## src/rtl/s_mem_arbiter.sv

```systemverilog
// Arbiter for the single-port S memory shared by the init, shuffle and decrypt FSMs.
// Locked ownership via req/grant/done, plus per-requester tagging of read data.
module s_mem_arbiter #(
  parameter int ADDR_W       = 8,
  parameter int DATA_W       = 8,
  parameter int READ_LATENCY = 1   // legal range 1..3
) (
  input  logic                clk,
  input  logic                reset,
  input  logic [2:0]          req,
  input  logic [2:0]          done,
  input  logic [2:0]          acc,
  input  logic [2:0]          wren_in,
  input  logic [3*ADDR_W-1:0] addr_in,
  input  logic [3*DATA_W-1:0] data_in,
  output logic [2:0]          grant,
  output logic [1:0]          owner,
  output logic                busy,
  output logic [ADDR_W-1:0]   address,
  output logic [DATA_W-1:0]   data,
  output logic                wren,
  input  logic [DATA_W-1:0]   q,
  output logic [DATA_W-1:0]   rdata,
  output logic [2:0]          rvalid
);

  // Handshake: a requester holds req until it sees its grant bit, then owns the
  // memory for as many cycles as it likes; a one-cycle done from the owner
  // releases it. Only the owner's acc/wren_in/done are ever looked at.
  localparam logic [1:0] ST_IDLE  = 2'd0;
  localparam logic [1:0] ST_GRANT = 2'd1;
  localparam logic [1:0] ST_DRAIN = 2'd2;
  localparam logic [1:0] OWN_NONE = 2'd3;

  logic [1:0]                state_q, state_d;
  logic [1:0]                owner_q, owner_d;
  logic [ADDR_W-1:0]         addr_q;
  logic [DATA_W-1:0]         data_q;
  logic [READ_LATENCY-1:0]   pv_q, pv_d;
  logic [2*READ_LATENCY-1:0] ptag_q, ptag_d;

  logic              own_acc, own_wren, own_done;
  logic [ADDR_W-1:0] own_addr;
  logic [DATA_W-1:0] own_data;
  logic              in_grant, rd_push, pipe_empty, tail_v;
  logic [1:0]        tail_tag;

  always_comb begin
    own_acc  = 1'b0;
    own_wren = 1'b0;
    own_done = 1'b0;
    own_addr = '0;
    own_data = '0;
    for (int k = 0; k < 3; k++) begin
      if (owner_q == 2'(k)) begin
        own_acc  = acc[k];
        own_wren = wren_in[k];
        own_done = done[k];
        own_addr = addr_in[k*ADDR_W +: ADDR_W];
        own_data = data_in[k*DATA_W +: DATA_W];
      end
    end
  end

  assign in_grant = (state_q == ST_GRANT);
  assign rd_push  = in_grant & own_acc & ~own_wren;

  // Each slot carries a valid bit and the issuing requester; writes push empty slots.
  if (READ_LATENCY > 1) begin : g_shift
    assign pv_d   = {pv_q[READ_LATENCY-2:0], rd_push};
    assign ptag_d = {ptag_q[2*READ_LATENCY-3:0], owner_q};
  end else begin : g_single
    assign pv_d   = rd_push;
    assign ptag_d = owner_q;
  end

  assign tail_v     = pv_q[READ_LATENCY-1];
  assign tail_tag   = ptag_q[2*READ_LATENCY-1 -: 2];
  assign pipe_empty = ~|pv_q;

  always_comb begin
    state_d = state_q;
    owner_d = owner_q;
    case (state_q)
      ST_IDLE: begin
        if (|req) begin
          state_d = ST_GRANT;
          if (req[0])      owner_d = 2'd0;
          else if (req[1]) owner_d = 2'd1;
          else             owner_d = 2'd2;
        end
      end
      ST_GRANT: begin
        if (own_done) begin
          state_d = ST_DRAIN;
          owner_d = OWN_NONE;
        end
      end
      // Stay until every tagged read has been delivered to its requester.
      ST_DRAIN: begin
        if (pipe_empty) state_d = ST_IDLE;
      end
      default: begin
        state_d = ST_IDLE;
        owner_d = OWN_NONE;
      end
    endcase
  end

  always_ff @(posedge clk) begin
    if (reset) begin
      state_q <= ST_IDLE;
      owner_q <= OWN_NONE;
      addr_q  <= '0;
      data_q  <= '0;
      pv_q    <= '0;
      ptag_q  <= '0;
    end else begin
      state_q <= state_d;
      owner_q <= owner_d;
      pv_q    <= pv_d;
      ptag_q  <= ptag_d;
      if (in_grant) begin
        addr_q <= own_addr;
        data_q <= own_data;
      end
    end
  end

  assign grant   = in_grant ? (3'b001 << owner_q) : 3'b000;
  assign owner   = owner_q;
  assign busy    = (state_q != ST_IDLE);
  assign address = in_grant ? own_addr : addr_q;
  assign data    = in_grant ? own_data : data_q;
  assign wren    = in_grant & own_acc & own_wren;
  assign rdata   = q;
  assign rvalid  = tail_v ? (3'b001 << tail_tag) : 3'b000;

endmodule

```

## config.mk

```make
export PLATFORM = sky130hd
export DESIGN_NAME = s_mem_arbiter
export DESIGN_NICKNAME = d
export VERILOG_FILES = /design/src/rtl/s_mem_arbiter.sv
export SDC_FILE = /design/constraint.sdc
export NUM_CORES = 1
export LEC_CHECK = 0
export CAP_MARGIN = 20
export CORE_ASPECT_RATIO = 1.25
export CORE_MARGIN = 4
export CORE_UTILIZATION = 33
export DETAILED_ROUTE_END_ITERATION = 6
export PLACE_DENSITY_LB_ADDON = 0.05
export SLEW_MARGIN = 10
export SYNTH_ARGS = -nofsm -noshare
export SYNTH_HDL_FRONTEND = slang
export SYNTH_SLANG_ARGS = --single-unit
```

## constraint.sdc

```tcl
create_clock -name clk -period 1.3 [get_ports clk]
set_clock_uncertainty 0.05 [all_clocks]
set_input_delay 0.13 -clock clk [delete_from_list [all_inputs] [get_ports clk]]
set_output_delay 0.13 -clock clk [all_outputs]
set_load 0.01 [all_outputs]
```

==> results.yml, run 1 <==
clock_network:
  ctsHoldBuffers: 0
  root_buffer: "clkbuf_8"
  clkLatencyLatePin_ns: 0.26
  cts_buffers: 3
  cts_sinks: 23
  path_clk_slew_ns: 0.08
  htreeDepth: 1
  cts_buffer_depth: 2
  tritoncts: "built"
place:
  dp_hpwl_mm: 4.38
  place_congestion: 0.786
  placement.io_buffers: 87
  placed_area_um2: 2870
sta:
  rsz0062_at_grt: "true"
  fin_crit_sh_pct: 134
  period_needed_ns: 1.74
  maxSlewViolCount: 0
  setup_viol: 41
  max_slew_margin_pct: 76.0
  tightest_slew_ns: 0.357
  fin_ws_ns: -0.439
  hold_viol_final: 0
  clock.fmax_ghz: 0.575
  whs_ns: 0.210
detailed_routing:
  wire_per_inst_um: 16.5
  vias_per_cell: 5.04
  drtIter0Drc: 53
  wl_mm: 5.91
  first_pass_iters: 4
  drc: 0
  vias: 1805
  ant_nets: 0
synth:
  ys_types: 32
  syn_area_per_cell_um2: 9.47
  yosysWarnings: 0
  synth_seq_cells: 23
  ys_seq_area_share_pct: 29.3
  yosysTopAreaCellShare_pct: 29.3
  synth_area_um2: 1570
  yosys.area.top_type: "dfxtp_1"
  synth.area.top_cells: "dfxtp_1 29%, mux2_2 13%, a211oi_2 8.0%, a22oi_2 8.0%, a21oi_1 5.4%"
  synth_nets: 236
  syn_inst: 166
pwr:
  p_leak_uw: 0.00131
  power_density_nw_per_um2: 1110
  vdd_drop_max_v: 0.000562
  power_uw: 3460
min_path:
  min_path_type: "in -> out"
worst_setup_path:
  cp-start-kind: "register"
  cp.required_ns: 1.12
  worstSetupEndpointType: "output port"
  crit_path_top_delay_cell: "dfxtp_4"
  worstSetupPathType: "reg -> out"
  crit_arrival_ns: 1.56
  critPathTopFamily: "flip-flops"
  crit_chain: "buf_6 -> mux2_4 -> a22oi_2 -> a21oi_2 -> buf_2"
  crit_fanout: 6
  cp.buffers_inverters: 2
  slowest_delay_ns: 0.42
layout:
  regArea_um2: 469
  antenna_cells: 0
  drive_gt1_share_pct: 58.3
  n_fill_cell: 359
  final_common_cell: "clkdlybuf4s50_1"
  nets: 371
  area_growth_pct: 98.5
  final_cell_mix: "61 x clkdlybuf4s50_1, 53 x buf_4, 21 x nor2_1, 20 x buf_2, 19 x a22oi_2"
  multiInputGateArea_um2: 1170
  fin_area_um2: 3120
die:
  initial_core_util_pct: 35.0
  die_h_um: 85.2
  std_cell_rows: 27
  coreArea_um2: 4490
  chipWidth_um: 69.7
  die_area_um2: 5940
  ioPinCount: 104
grt:
  antenna_found_initial: 0
  grt-ovfl-total: 0
  grt_max_degree: 24
  grt_pass1_vias: 2003
  grt_pass1_wl_mm: 9.23
  grt_use_total_pct: 19.0
status:
  violations: "negative setup slack"
  status: "complete, but fails checks"
run:
  maxCapViolations: 0
[path summary, 6_finish.rpt]
check / startpoint / end / slack, ns / depth (start not counted)
setup / recovery: owner[1] / data[2] / -0.44 / 5
hold / removal: q[4] / rdata[4] / 0.21 / 0
setup reg to reg: owner[1] / data_q[7] / -0.20 / 6
hold reg to reg: data_q[0] / data_q[0] / 0.50 / 2
[through the flow]
step | setup slack (ns) | std cells | utilization [%] | setup TNS, ns
after floorplan | -0.101 | 166 | - | -2.16
after global placement | -0.505 | 343 | 63.8 | -10.68
after detailed placement | -0.572 | 343 | 63.8 | -11.99
after CTS | -0.455 | 352 | 67.3 | -10.59
after global routing | -0.476 | 358 | 69.4 | -11.45
final | -0.439 | 358 | 69.4 | -9.43
[cells by family (layout without fill, tap and decap cells)]
logic type      count (synthesis)  after routing  synth area share, %
compound gates                 60             60                 32.7
buf+inv                        26            160                 11.7
flops                          23             23                 29.3
mux                            19             19                 13.8
simple gates                   38             38                 12.5
[cells in the mapped netlist]
library cell,count
a211oi_1,6
buf_6,4
and3b_1,2
a221o_1,1
mux2i_2,1
a22oi_1,9
a22oi_2,10
nor3b_1,1
mux2_2,18
a21oi_1,17
o211ai_2,1
o31ai_1,2
dfxtp_1,23
buf_2,8
o22ai_1,1
buf_4,8
clkbuf_1,3
nor3_1,3
o21ai_0,1
nor2_1,22
nor2b_2,1
and3_1,1
inv_1,2
o211a_1,1
nand2b_1,1
a211oi_2,10
nor4b_1,1
nand3b_1,1
a21o_1,1
buf_12,1
or4bb_1,1
nor2b_1,4
[area by class of cell]
type | instances | share of cell area [%]
clock buffers | 4 | 1.44
inverters | 2 | 0.241
multi-input cells | 117 | 37.4
flip-flops and latches | 23 | 15.0
well taps | 58 | 2.33
repair buffers | 154 | 43.5
[registers in the layout, indices dropped and copies added (netlist names)]
signal	cells
owner	2
ptag_q	2
data_q	8
state_q	2
pv_q	1
addr_q	8
[metal layers]
layer,global-route usage (%),vias up,wire length [um]
met3,2.96,12,263
met1,18.2,860,2120
met5,0,-,0
met2,40.0,57,3390
li1,-,876,-
met4,5.92,0,130
[what timing repair did]
item	4_1_cts	5_1_grt
gates cloned	1	1
pin swaps	33	21
endpoints found under the setup margin	46	44
setup buffers	10	6
gates resized for setup	132	20
[report_power, final]
part / internal (uW) / switching (uW) / leakage, uW
combinational: 1200 / 932 / 0.00109
sequential: 813 / 55.2 / 0.000191
clock: 219 / 237 / 0.0000228
total: 2230 / 1220 / 0.00131
Note: power is estimated with default switching activity, not from simulation.
==> inputs of run 2 (changes only) <==
Settings changed: ABC_AREA set to 1.
==> run 2 against run 1 <==
Against the previous run:
- the flow still finishes with violations (negative setup slack)
- area after synthesis up 0.88%
- cell count up 24%
- clock power grew 0.9%
- final area fell by 0.24%
- largest power group unchanged
- highest routed layer unchanged
- critical path type unchanged
==> results.yml, run 2 <==
status:
  status: "complete, but fails checks"
  violations: "negative setup slack"
worst_setup_path:
  crit_arrival_ns: 1.50
  cp-start-kind: "register"
  rr_startpoint: "state_q[0]"
  worstSetupPathType: "reg -> out"
  cp.required_ns: 1.12
  critPathTopFamily: "buffers and inverters"
  slowest_delay_ns: 0.40
  worstSetupEndpointType: "output port"
  r2r_slack_ns: -0.11
  crit_chain: "inv_4 -> nor2_8 -> buf_6 -> buf_6 -> nand2_4 -> a21oi_2 -> nor2_2 -> inv_1 -> buf_6"
  r2r_cells: 11
  timing.rr.end: "data_q[5]"
  cp.buffers_inverters: 5
  crit_path_top_delay_cell: "dfxtp_4"
  crit_fanout: 5
  cpMostUsedCell: "buf_6"
pwr:
  power_uw: 4050
  power_density_nw_per_um2: 1300
  power.net_switching_uw: 1570
  p_seq_share_pct: 23.0
  intPower_uw: 2480
  p_leak_uw: 0.00148
  vdd_drop_max_v: 0.000733
  pwr-share-comb_pct: 65.6
  clkPwrFrac_pct: 11.3
  sw_frac_of_total_pct: 38.7
synth:
  synth.area.top_cells: "dfxtp_1 29%, nand2_1 19%, nor2_1 10%, nand2_2 7.5%, nor3_2 5.7%"
  synth_edf_count: 0
  synth_most_common_cell: "nand2_1"
  synth_area_um2: 1590
  async_flop_share_pct: 0
  syn_area_per_cell_um2: 6.42
  synth_common_cells: "80 x nand2_1, 44 x nor2_1, 23 x dfxtp_1"
  yosysTopAreaCellShare_pct: 29.0
  ys_seq_area_share_pct: 29.0
  synth_seq_cells: 23
  yosys.area.top_type: "dfxtp_1"
  synth_nets: 317
  ys_types: 26
  yosysWarnings: 0
  syn_inst: 247
  ys.flop_type: "dfxtp_1"
layout:
  drive_gt1_share_pct: 47.3
  area_growth_pct: 96.3
  multiInputGateArea_um2: 1110
  regArea_um2: 472
  fin_cells: 445
  top_regs: "addr_q (8), data_q (8)"
  nets: 458
  final_cell_mix: "64 x nand2_1, 61 x clkdlybuf4s50_1, 52 x buf_4, 32 x nor2_1, 30 x nand2_2"
  antenna_cells: 0
  final_common_cell: "nand2_1"
  n_fill_cell: 410
sta:
  tightest_slew_ns: 0.214
  fin_crit_sh_pct: 129
  whs_ns: 0.210
  period_needed_ns: 1.68
  setup_tns_ns: -6.37
  clock.fmax_ghz: 0.594
  maxSlewViolCount: 0
  max_slew_margin_pct: 85.7
  setup_viol: 29
  rsz0062_at_grt: "true"
  fin_ws_ns: -0.383
  hold_viol_final: 0
clock_network:
  ctsHoldBuffers: 0
  tritoncts: "built"
  cts_buffer_depth: 2
  clkLatencyLatePin_ns: 0.27
  path_clk_slew_ns: 0.08
  cts_sinks: 23
  root_buffer: "clkbuf_8"
  htreeDepth: 1
  cts_buffers: 3
min_path:
  min_to: "rdata[1]"
  min_from: "q[1]"
  min_path_type: "in -> out"
  whs_path_depth: 0
grt:
  grt-ovfl-total: 0
  grt_pass1_wl_mm: 8.48
  antenna_found_initial: 0
  grt_max_degree: 14
  grt_use_total_pct: 17.2
  grt_pass1_vias: 1932
detailed_routing:
  first_pass_iters: 4
  ant_nets: 0
  drtIter0Drc: 50
  vias_per_cell: 4.45
  vias: 1982
  wire_per_inst_um: 11.9
  wl_mm: 5.30
  drc: 0
die:
  die_h_um: 85.5
  chipWidth_um: 70.0
  die_area_um2: 5980
  coreArea_um2: 4530
  ioPinCount: 104
  std_cell_rows: 27
  initial_core_util_pct: 35.0
place:
  place_inst: 426
  place_congestion: 0.829
  dp_hpwl_mm: 3.83
  placement.io_buffers: 87
run:
  maxCapViolations: 0
==> run 2: cell count changes after synthesis, sizes merged, moves of 14 or more <==
cell    delta
nand2    +100
a22oi     -18
mux2      -18
inv       +14
nor2      +34
a211oi    -16
==> run 2: cell type report <==
class                           instances  share of cell area, %
Timing Repair Buffer                  153                   43.0
Multi-Input combinational cell        190                   35.7
Sequential cell                        23                   15.2
Tap cell                               58                   2.33
Inverter                               17                   2.29
Clock buffer                            4                   1.45
==> run 2: worst max-delay path by stage <==
stage	startpoint	to	slack, ns	cells after the start
after floorplan	owner[0]	address[0]	0.004	8
after global placement	owner[1]	wren	-0.51	8
after detailed placement	owner[1]	wren	-0.52	8
after CTS	owner[1]	address[4]	-0.36	9
after global routing	owner[1]	address[2]	-0.47	9
final	owner[1]	address[2]	-0.38	9
==> run 2: power by group through the flow <==
stage | logic [uW] | registers (uW) | clock network [uW]
2_1_floorplan | 1150 | 923 | 0
3_3_place_gp | 2350 | 936 | 0
3_5_place_dp | 2360 | 940 | 0
4_1_cts | 2470 | 929 | 470
5_1_grt | 2910 | 948 | 503
6_report | 2660 | 933 | 460
==> run 2: worst reg2reg max path: stages (launching register included) <==
cell	delay, ns
dfxtp_2	0.35
inv_2	0.05
nor2_4	0.16
buf_6	0.15
nand2_2	0.06
inv_4	0.08
nand2_1	0.05
nand2_1	0.06
nor2_1	0.05
buf_4	0.13
buf_4	0.12
nor2_1	0.07
==> run 2: cells by family after synthesis <==
group	synth area share [%]
buffers and inverters	13.3
and+or+nand+nor	54.7
DFF	29.0
AOI/OAI and AO/OA	3.00
==> run 2: timing repair <==
| action | 4_1_cts | 5_1_grt |
|---|---|---|
| setup buffers | 15 | 1 |
| resized for setup | 124 | 46 |
| endpoints found under the setup margin | 41 | 46 |
| pin swaps | 14 | 14 |
| cloned | 1 | 0 |
==> run 2: metrics by stage <==
stage                     setup slack [ns]  cell area (um2)  utilization (%)
after CTS                           -0.360             2970             65.5
after global placement              -0.508             2810             62.1
after global routing                -0.473             3110             68.7
after floorplan                    0.00444             1600                -
after detailed placement            -0.525             2810             62.1
final                               -0.383             3110             68.7
==> run 2: layer usage <==
layer / global-route usage, % / up-vias / routed length (um)
li1: - / 1030 / -
met4: 5.05 / 0 / 63
met2: 31.8 / 54 / 2810
met5: 0 / - / 0
met1: 19.8 / 892 / 2140
met3: 3.63 / 6 / 285
